**src/rtl/addr_map_decoder_pkg.sv**
```systemverilog
// Shared SoC address-map package: rule record, default memory map and helpers.
package addr_map_decoder_pkg;

  localparam int SocAddrWidth   = 64;
  localparam int DefaultNrRules = 5;

  // One address window: [base, base + len).
  typedef struct packed {
    logic [SocAddrWidth-1:0] base;
    logic [SocAddrWidth-1:0] len;
  } rule_t;

  // Default SoC map, one window per rule index 0..4.
  localparam rule_t RuleDebugMap = '{base: 64'h0000_0000_0000_0000, len: 64'h0000_0000_0000_1000};
  localparam rule_t RuleClintMap = '{base: 64'h0000_0000_0200_0000, len: 64'h0000_0000_000C_0000};
  localparam rule_t RulePlicMap  = '{base: 64'h0000_0000_0C00_0000, len: 64'h0000_0000_0400_0000};
  localparam rule_t RuleExtIoMap = '{base: 64'h0000_0000_4000_0000, len: 64'h0000_0000_1000_0000};
  localparam rule_t RuleDramMap  = '{base: 64'h0000_0000_8000_0000, len: 64'h0000_0000_4000_0000};

  // Packed per-rule tables, element [i] belongs to rule i.
  localparam logic [DefaultNrRules-1:0][SocAddrWidth-1:0] DefaultRuleBase = {
    RuleDramMap.base, RuleExtIoMap.base, RulePlicMap.base, RuleClintMap.base, RuleDebugMap.base
  };
  localparam logic [DefaultNrRules-1:0][SocAddrWidth-1:0] DefaultRuleLength = {
    RuleDramMap.len, RuleExtIoMap.len, RulePlicMap.len, RuleClintMap.len, RuleDebugMap.len
  };

  // Rule index width; a single-rule map still gets a 1-bit index.
  function automatic int idx_width(input int nr_rules);
    return (nr_rules > 1) ? $clog2(nr_rules) : 1;
  endfunction

endpackage

```
**src/rtl/addr_map_decoder_if.sv**
```systemverilog
// Request/response, rule-configuration and status bundle of the address decoder.
interface addr_map_decoder_if
  import addr_map_decoder_pkg::*;
#(
  parameter int NrRules   = DefaultNrRules,
  parameter int AddrWidth = SocAddrWidth
) ();

  localparam int IdxWidth = idx_width(NrRules);

  logic                 req_valid_i;
  logic                 req_ready_o;
  logic [AddrWidth-1:0] req_addr_i;
  logic                 rsp_valid_o;
  logic                 rsp_ready_i;
  logic [IdxWidth-1:0]  rsp_idx_o;
  logic                 rsp_decerr_o;
  logic                 cfg_we_i;
  logic [IdxWidth-1:0]  cfg_idx_i;
  logic [AddrWidth-1:0] cfg_base_i;
  logic [AddrWidth-1:0] cfg_len_i;
  logic                 cfg_lock_i;
  logic                 locked_o;
  logic [15:0]          miss_cnt_o;

  // Requester / configuration side.
  modport master (
    output req_valid_i, req_addr_i, rsp_ready_i,
    output cfg_we_i, cfg_idx_i, cfg_base_i, cfg_len_i, cfg_lock_i,
    input  req_ready_o, rsp_valid_o, rsp_idx_o, rsp_decerr_o, locked_o, miss_cnt_o
  );

  // Decoder side.
  modport slave (
    input  req_valid_i, req_addr_i, rsp_ready_i,
    input  cfg_we_i, cfg_idx_i, cfg_base_i, cfg_len_i, cfg_lock_i,
    output req_ready_o, rsp_valid_o, rsp_idx_o, rsp_decerr_o, locked_o, miss_cnt_o
  );

endinterface

```
**src/rtl/addr_rule_match.sv**
```systemverilog
// Single-rule window comparator (purely combinational).
module addr_rule_match #(
  parameter int AddrWidth = 64
) (
  input  logic [AddrWidth-1:0] base,
  input  logic [AddrWidth-1:0] len,
  input  logic [AddrWidth-1:0] addr,
  output logic                 hit
);

  // One extra bit keeps base + len from wrapping at the top of the address space.
  logic [AddrWidth:0] end_excl;

  assign end_excl = {1'b0, base} + {1'b0, len};

  // Empty windows never match.
  assign hit = (len != '0) && (addr >= base) && ({1'b0, addr} < end_excl);

endmodule

```
**src/rtl/addr_map_decoder.sv**
```systemverilog
// Address-map decoder: programmable rule table, priority match, one-deep response register.
module addr_map_decoder
  import addr_map_decoder_pkg::*;
#(
  parameter int NrRules   = DefaultNrRules,
  parameter int AddrWidth = SocAddrWidth,
  parameter logic [NrRules-1:0][AddrWidth-1:0] RuleBaseInit   = DefaultRuleBase,
  parameter logic [NrRules-1:0][AddrWidth-1:0] RuleLengthInit = DefaultRuleLength
) (
  input logic             clk_i,
  input logic             rst_i,
  addr_map_decoder_if.slave bus
);

  localparam int IdxWidth = idx_width(NrRules);

  logic [NrRules-1:0][AddrWidth-1:0] base_reg;
  logic [NrRules-1:0][AddrWidth-1:0] len_reg;
  logic [NrRules-1:0]                hit;
  logic [IdxWidth-1:0]               win_idx;
  logic                              any_hit;
  logic                              req_ready;
  logic                              accept;
  logic                              cfg_write;
  logic                              locked_reg;
  logic                              rsp_valid_reg;
  logic [IdxWidth-1:0]               rsp_idx_reg;
  logic                              rsp_decerr_reg;
  logic [15:0]                       miss_cnt_reg;

  // The output register can take a new response whenever it is empty or being drained.
  assign req_ready = ~rsp_valid_reg | bus.rsp_ready_i;
  assign accept    = bus.req_valid_i & req_ready;

  // Writes to a non-existent rule, or after locking, are dropped.
  assign cfg_write = bus.cfg_we_i & ~locked_reg & (int'(bus.cfg_idx_i) < NrRules);

  // One comparator per rule, all looking at the live request address.
  for (genvar gi = 0; gi < NrRules; gi++) begin : g_rule
    addr_rule_match #(
      .AddrWidth (AddrWidth)
    ) u_match (
      .base (base_reg[gi]),
      .len  (len_reg[gi]),
      .addr (bus.req_addr_i),
      .hit  (hit[gi])
    );
  end

  // Lowest matching index wins; no match leaves index 0.
  always_comb begin
    win_idx = '0;
    any_hit = 1'b0;
    for (int i = NrRules - 1; i >= 0; i--) begin
      if (hit[i]) begin
        win_idx = IdxWidth'(i);
        any_hit = 1'b1;
      end
    end
  end

  // Rule table; a write issued alongside a request only affects later requests.
  always_ff @(posedge clk_i) begin
    if (rst_i) begin
      base_reg <= RuleBaseInit;
      len_reg  <= RuleLengthInit;
    end else if (cfg_write) begin
      base_reg[bus.cfg_idx_i] <= bus.cfg_base_i;
      len_reg[bus.cfg_idx_i]  <= bus.cfg_len_i;
    end
  end

  // Sticky lock; the write check above uses the old value, so write-then-lock falls out.
  always_ff @(posedge clk_i) begin
    if (rst_i) begin
      locked_reg <= 1'b0;
    end else if (bus.cfg_lock_i) begin
      locked_reg <= 1'b1;
    end
  end

  // Response register: loads when ready, holds its payload while stalled.
  always_ff @(posedge clk_i) begin
    if (rst_i) begin
      rsp_valid_reg  <= 1'b0;
      rsp_idx_reg    <= '0;
      rsp_decerr_reg <= 1'b0;
    end else if (req_ready) begin
      rsp_valid_reg <= bus.req_valid_i;
      if (bus.req_valid_i) begin
        rsp_idx_reg    <= win_idx;
        rsp_decerr_reg <= ~any_hit;
      end
    end
  end

  // Saturating count of accepted requests that hit no rule.
  always_ff @(posedge clk_i) begin
    if (rst_i) begin
      miss_cnt_reg <= '0;
    end else if (accept && !any_hit && (miss_cnt_reg != 16'hFFFF)) begin
      miss_cnt_reg <= miss_cnt_reg + 16'd1;
    end
  end

  assign bus.req_ready_o  = req_ready;
  assign bus.rsp_valid_o  = rsp_valid_reg;
  assign bus.rsp_idx_o    = rsp_idx_reg;
  assign bus.rsp_decerr_o = rsp_decerr_reg;
  assign bus.locked_o     = locked_reg;
  assign bus.miss_cnt_o   = miss_cnt_reg;

endmodule

```
**src/flat_wrapper.sv**
```systemverilog
// flat-port wrapper written by rule: the top's interface ports become plain ports
module addr_map_decoder_flat import addr_map_decoder_pkg::*;
#(
  parameter int NrRules   = DefaultNrRules,
  parameter int AddrWidth = SocAddrWidth,
  parameter logic [NrRules-1:0][AddrWidth-1:0] RuleBaseInit   = DefaultRuleBase,
  parameter logic [NrRules-1:0][AddrWidth-1:0] RuleLengthInit = DefaultRuleLength
)
  (clk_i, rst_i, bus_req_valid_i, bus_req_addr_i, bus_rsp_ready_i, bus_cfg_we_i, bus_cfg_idx_i, bus_cfg_base_i, bus_cfg_len_i, bus_cfg_lock_i, bus_req_ready_o, bus_rsp_valid_o, bus_rsp_idx_o, bus_rsp_decerr_o, bus_locked_o, bus_miss_cnt_o);
  addr_map_decoder_if #(.NrRules(NrRules), .AddrWidth(AddrWidth)) bus_i ();
  input logic clk_i;
  input logic rst_i;
  input wire logic [$bits(bus_i.req_valid_i)-1:0] bus_req_valid_i;
  input wire logic [$bits(bus_i.req_addr_i)-1:0] bus_req_addr_i;
  input wire logic [$bits(bus_i.rsp_ready_i)-1:0] bus_rsp_ready_i;
  input wire logic [$bits(bus_i.cfg_we_i)-1:0] bus_cfg_we_i;
  input wire logic [$bits(bus_i.cfg_idx_i)-1:0] bus_cfg_idx_i;
  input wire logic [$bits(bus_i.cfg_base_i)-1:0] bus_cfg_base_i;
  input wire logic [$bits(bus_i.cfg_len_i)-1:0] bus_cfg_len_i;
  input wire logic [$bits(bus_i.cfg_lock_i)-1:0] bus_cfg_lock_i;
  output wire logic [$bits(bus_i.req_ready_o)-1:0] bus_req_ready_o;
  output wire logic [$bits(bus_i.rsp_valid_o)-1:0] bus_rsp_valid_o;
  output wire logic [$bits(bus_i.rsp_idx_o)-1:0] bus_rsp_idx_o;
  output wire logic [$bits(bus_i.rsp_decerr_o)-1:0] bus_rsp_decerr_o;
  output wire logic [$bits(bus_i.locked_o)-1:0] bus_locked_o;
  output wire logic [$bits(bus_i.miss_cnt_o)-1:0] bus_miss_cnt_o;
  assign bus_i.req_valid_i = bus_req_valid_i;
  assign bus_i.req_addr_i = bus_req_addr_i;
  assign bus_i.rsp_ready_i = bus_rsp_ready_i;
  assign bus_i.cfg_we_i = bus_cfg_we_i;
  assign bus_i.cfg_idx_i = bus_cfg_idx_i;
  assign bus_i.cfg_base_i = bus_cfg_base_i;
  assign bus_i.cfg_len_i = bus_cfg_len_i;
  assign bus_i.cfg_lock_i = bus_cfg_lock_i;
  assign bus_req_ready_o = bus_i.req_ready_o;
  assign bus_rsp_valid_o = bus_i.rsp_valid_o;
  assign bus_rsp_idx_o = bus_i.rsp_idx_o;
  assign bus_rsp_decerr_o = bus_i.rsp_decerr_o;
  assign bus_locked_o = bus_i.locked_o;
  assign bus_miss_cnt_o = bus_i.miss_cnt_o;
  addr_map_decoder #(.NrRules(NrRules), .AddrWidth(AddrWidth), .RuleBaseInit(RuleBaseInit), .RuleLengthInit(RuleLengthInit)) u_core (.clk_i(clk_i), .rst_i(rst_i), .bus(bus_i));
endmodule
```
**config.mk**
```make
export PLATFORM = sky130hd
export DESIGN_NAME = addr_map_decoder_flat
export DESIGN_NICKNAME = d
export VERILOG_FILES = /design/src/rtl/addr_map_decoder_pkg.sv /design/src/rtl/addr_map_decoder_if.sv /design/src/rtl/addr_rule_match.sv /design/src/rtl/addr_map_decoder.sv /design/src/flat_wrapper.sv
export SDC_FILE = /design/constraint.sdc
export NUM_CORES = 2
export LEC_CHECK = 0
export ABC_CLOCK_PERIOD_IN_PS = 7600
export CAP_MARGIN = 25
export CORE_UTILIZATION = 59
export CTS_CLUSTER_SIZE = 40
export DETAILED_ROUTE_END_ITERATION = 6
export PLACE_DENSITY_LB_ADDON = 0.25
export SETUP_SLACK_MARGIN = 0.4
export SKIP_CTS_REPAIR_TIMING = 1
export SLEW_MARGIN = 20
export SYNTH_ARGS = -nofsm -noshare
export SYNTH_HDL_FRONTEND = slang
export SYNTH_SLANG_ARGS = --single-unit
export TNS_END_PERCENT = 100
```
**constraint.sdc**
```tcl
create_clock -name clk_i -period 7.6 [get_ports clk_i]
set_clock_uncertainty 0.15 [all_clocks]
set_input_delay 1.52 -clock clk_i [delete_from_list [all_inputs] [get_ports clk_i]]
set_output_delay 1.52 -clock clk_i [all_outputs]
set_load 0.02 [all_outputs]
```
==> summary.txt <==
Run status
  • Run status: complete, no violations

Worst setup path
  • Max FO, Critical Path: 7
  • CP Data Required Time: ~8.0 ns
  • Largest incremental delay on the critical path: 0.66 ns
  • Number of buffers and inverters on the critical path: 1
  • Critical path arrival: around 7.6 ns
  • CP top delay family: compound AO/OA/AOI/OAI gates
  • Worst reg2reg setup slack: approximately 0.44 ns
  • Max stage delay cell, worst path: nor4_1
  • Crit Path Class: flip-flop to flip-flop
  • Setup crit end kind: flip-flop
  • Cell Chain, Critical Path: ha_1 > fa_1 > a21oi_1 > o21a_1 > a211oi_2 > o211ai_1 > a21oi_1 > buf_4 > nor4_1 > nor2_1 > xnor2_1 > ha_1 > nand4_1 > or2_2 > nor3_1 > o211ai_1 > a21oi_1 > o31ai_1 > a211o_1 > o211ai_2 > o211a_4 > nand4_4 > nor4b_1 > mux2_2
  • Most used cell, CP: a21oi_1
  • Critical Path Start Type: flip-flop

Timing
  • Setup TNS: 0 ns
  • Rel. slew slack: 0.111
  • Final min period: just over 7 ns
  • Fin. Hold Viols: 0
  • Period Utilization, post-route: 0.942
  • Finish-stage setup viols: 0
  • RSZ-0062 raised after global routing: true
  • Max frequency: about 140 MHz
  • Max-slew violation count: 0
  • Worst setup margin: approximately 0.44 ns
  • Worst-Margin Slew: ~1.3 ns

Synth
  • Flip-flop and latch count after synthesis: between 600 and 700
  • Post-synthesis cell count: approximately 7300
  • Syn nets: roughly 8500
  • Synthesized area per cell: approximately 7.5 µm²
  • Seq/Total Area, Yosys: 0.240
  • Post-synth cell types: 85
  • Fraction of registers with async set/reset: 0
  • Number of flops mapped to enable cells by yosys: 0
  • Commonest register cell after synthesis: dfxtp_1
  • Yosys warns: 0
  • Post-synth design cell area: approximately 55000 µm²

Clock network
  • Reg clk slew, reported paths: ~0.06 ns
  • Max H-tree Level: 3
  • CTS tree: built
  • Worst skew pair latency: 0.67 ns
  • Clock root cell: clkbuf_16
  • CTS Buf Count: 79
  • Clk sinks: 662
  • Max Root-Sink Buffers: 3

Placed design
  • Port buffer count: 223
  • Setup slack at placement: -0.199 ns
  • Dpl hpwl: about 170000 µm
  • Placed cell areas: 59200 µm²
  • Final RePlAce weighted congestion: roughly 1.1

Cells and area
  • Commonest cells after routing, fill and taps aside: 1518 x nand2_1, 1131 x a21oi_1, 956 x ha_1
  • Fin util: 0.675
  • Share of cells above drive strength 1: 0.0493
  • Area grow syn2layout: 12.6%
  • Final instance area: between 60000 and 70000 µm²
  • Number of fill cells: 7995
  • Commonest non-fill, non-tap cell in the layout: nand2_1
  • Post-layout net count: just under 9000

Global routing
  • First-pass GRT wire length: 325000 µm
  • Largest net degree at the start of global routing: 205
  • Overall Global Routing Usage: 0.452
  • Remaining Overflow, GRT: 0
  • Vias in the first global route: 53200
  • Initial antenna violation count: 13

Min path
  • Min-delay worst type: flip-flop to flip-flop

Routing
  • Vias: between 50000 and 60000
  • Highest metal used: met5
  • Per-cell routed wire length: 25.1 µm
  • Total iterations of the first detailed-routing run: 6
  • Met1 Routed Length: 82000 µm
  • Total wire length: roughly 220000 µm
  • Detail Route Antenna Nets: 0
  • Vias/cell: roughly 6.6
  • Routed length on met2: about 93000 µm
  • DRT iter0 DRCs: about 6600
  • Routed wl met3: ~25000 µm
  • Residual DRC: 0

Flow run
  • Max-Cap Viols: 0

Floorplanning
  • Ports: 224
  • Die ar.: 94900 µm²
  • CORE AREA: just over 90000 µm²
  • Starting density of the core: 0.599
  • Row count: roughly 110
  • Die height: approximately 310 µm
  • Chip width: slightly above 300 µm

Power
  • P_int: approximately 6500 µW
  • Sequential cell fraction of total power: 0.391
  • Tot Pwr: between 9000 and 10000 µW
  • Max rail drop VDD: a little under 0.2 mV
  • Leakage: 0.0260 µW
  • Logic pwr share: 0.168
  • Power Density: about 150 nW/µm²
  • Clk pwr share: 0.441
  • Net load switching power: about 2700 µW
  • Sw Ratio: 0.295
layer usage:
layer  up-vias  GRT usage
met5         -          0
met4        16      0.354
met3       941      0.110
met2      3259      0.687
met1     27100      0.547
li1      26500          -
synthesized netlist by cell type (all sizes together) (53+ instances only):
| library cell | number | area, µm² |
|---|---|---|
| nand2b | 66 | 413 |
| nor4 | 100 | 626 |
| a21o | 429 | 3220 |
| nand4 | 174 | 1100 |
| o21bai | 53 | 398 |
| xor2 | 154 | 1350 |
| ha | 956 | 12000 |
| a21oi | 1136 | 5690 |
| o21ai | 267 | 1340 |
| clkbuf | 264 | 991 |
| dfxtp | 662 | 13300 |
| nand3 | 94 | 470 |
| inv | 408 | 1530 |
| o21a | 53 | 398 |
| nor2b | 62 | 388 |
| nor2 | 214 | 803 |
| xnor2 | 144 | 1260 |
| nand2 | 1520 | 5710 |
power by group through the flow:
stage / registers, µW / logic [µW] / clock network, µW
2_1_floorplan: 3650 / 808 / 0
3_3_place_gp: 3680 / 1440 / 0
3_5_place_dp: 3680 / 1480 / 0
4_1_cts: 3600 / 1490 / 4060
5_1_grt: 3610 / 1670 / 4190
6_report: 3610 / 1550 / 4060
through the flow:
stage,hold WS (ns),std cells
floorplan,0.303,7327
global placement,0.296,8655
detailed placement,0.317,8658
CTS,0.326,8803
global route,0.348,8812
finish,0.325,8819
cell type report:
| type | instances | area (µm²) | share of cell area |
|---|---|---|---|
| multi-input combinational | 5981 | 39700 | 0.638 |
| inverter | 408 | 1530 | 0.0246 |
| timing repair buffer | 373 | 3450 | 0.0553 |
| clock buffer | 110 | 2260 | 0.0364 |
| tap | 1243 | 1560 | 0.0250 |
| clock inverter | 35 | 453 | 0.00727 |
| antenna | 7 | 17.5 | 0.000281 |
| sequential | 662 | 13300 | 0.213 |
cell families (layout without fill, tap and decap cells):
kind of cell	count (synthesis)	in the layout	share of synthesized area
simple gates	2436	2436	0.197
compound gates	2281	2281	0.250
buf+inv	684	926	0.0467
mux	5	5	0.000973
xor+xnor	298	298	0.0472
flops	662	662	0.240
fa+ha+maj	961	961	0.218
other cells	0	7	0
worst register-to-register path, stage by stage (launching register included):
cell	delay, ns
dfxtp_1	0.33
ha_1	0.25
fa_1	0.42
a21oi_1	0.23
o21a_1	0.24
a211oi_2	0.14
o211ai_1	0.29
a21oi_1	0.19
buf_4	0.19
nor4_1	0.66
nor2_1	0.11
xnor2_1	0.16
ha_1	0.31
nand4_1	0.13
or2_2	0.33
nor3_1	0.33
o211ai_1	0.15
a21oi_1	0.30
o31ai_1	0.27
a211o_1	0.34
o211ai_2	0.30
o211a_4	0.26
nand4_4	0.18
nor4b_1	0.39
mux2_2	0.38
final timing paths:
kind,from,end,cells after the start
setup / recovery,u_core.len_reg[128],u_core.bus.miss_cnt_o[15],24
hold / removal,u_core.base_reg[268],u_core.base_reg[268],2
setup reg to reg,u_core.len_reg[128],u_core.bus.miss_cnt_o[15],24
hold reg to reg,u_core.base_reg[268],u_core.base_reg[268],2
Power figures use the tool's default switching activity.
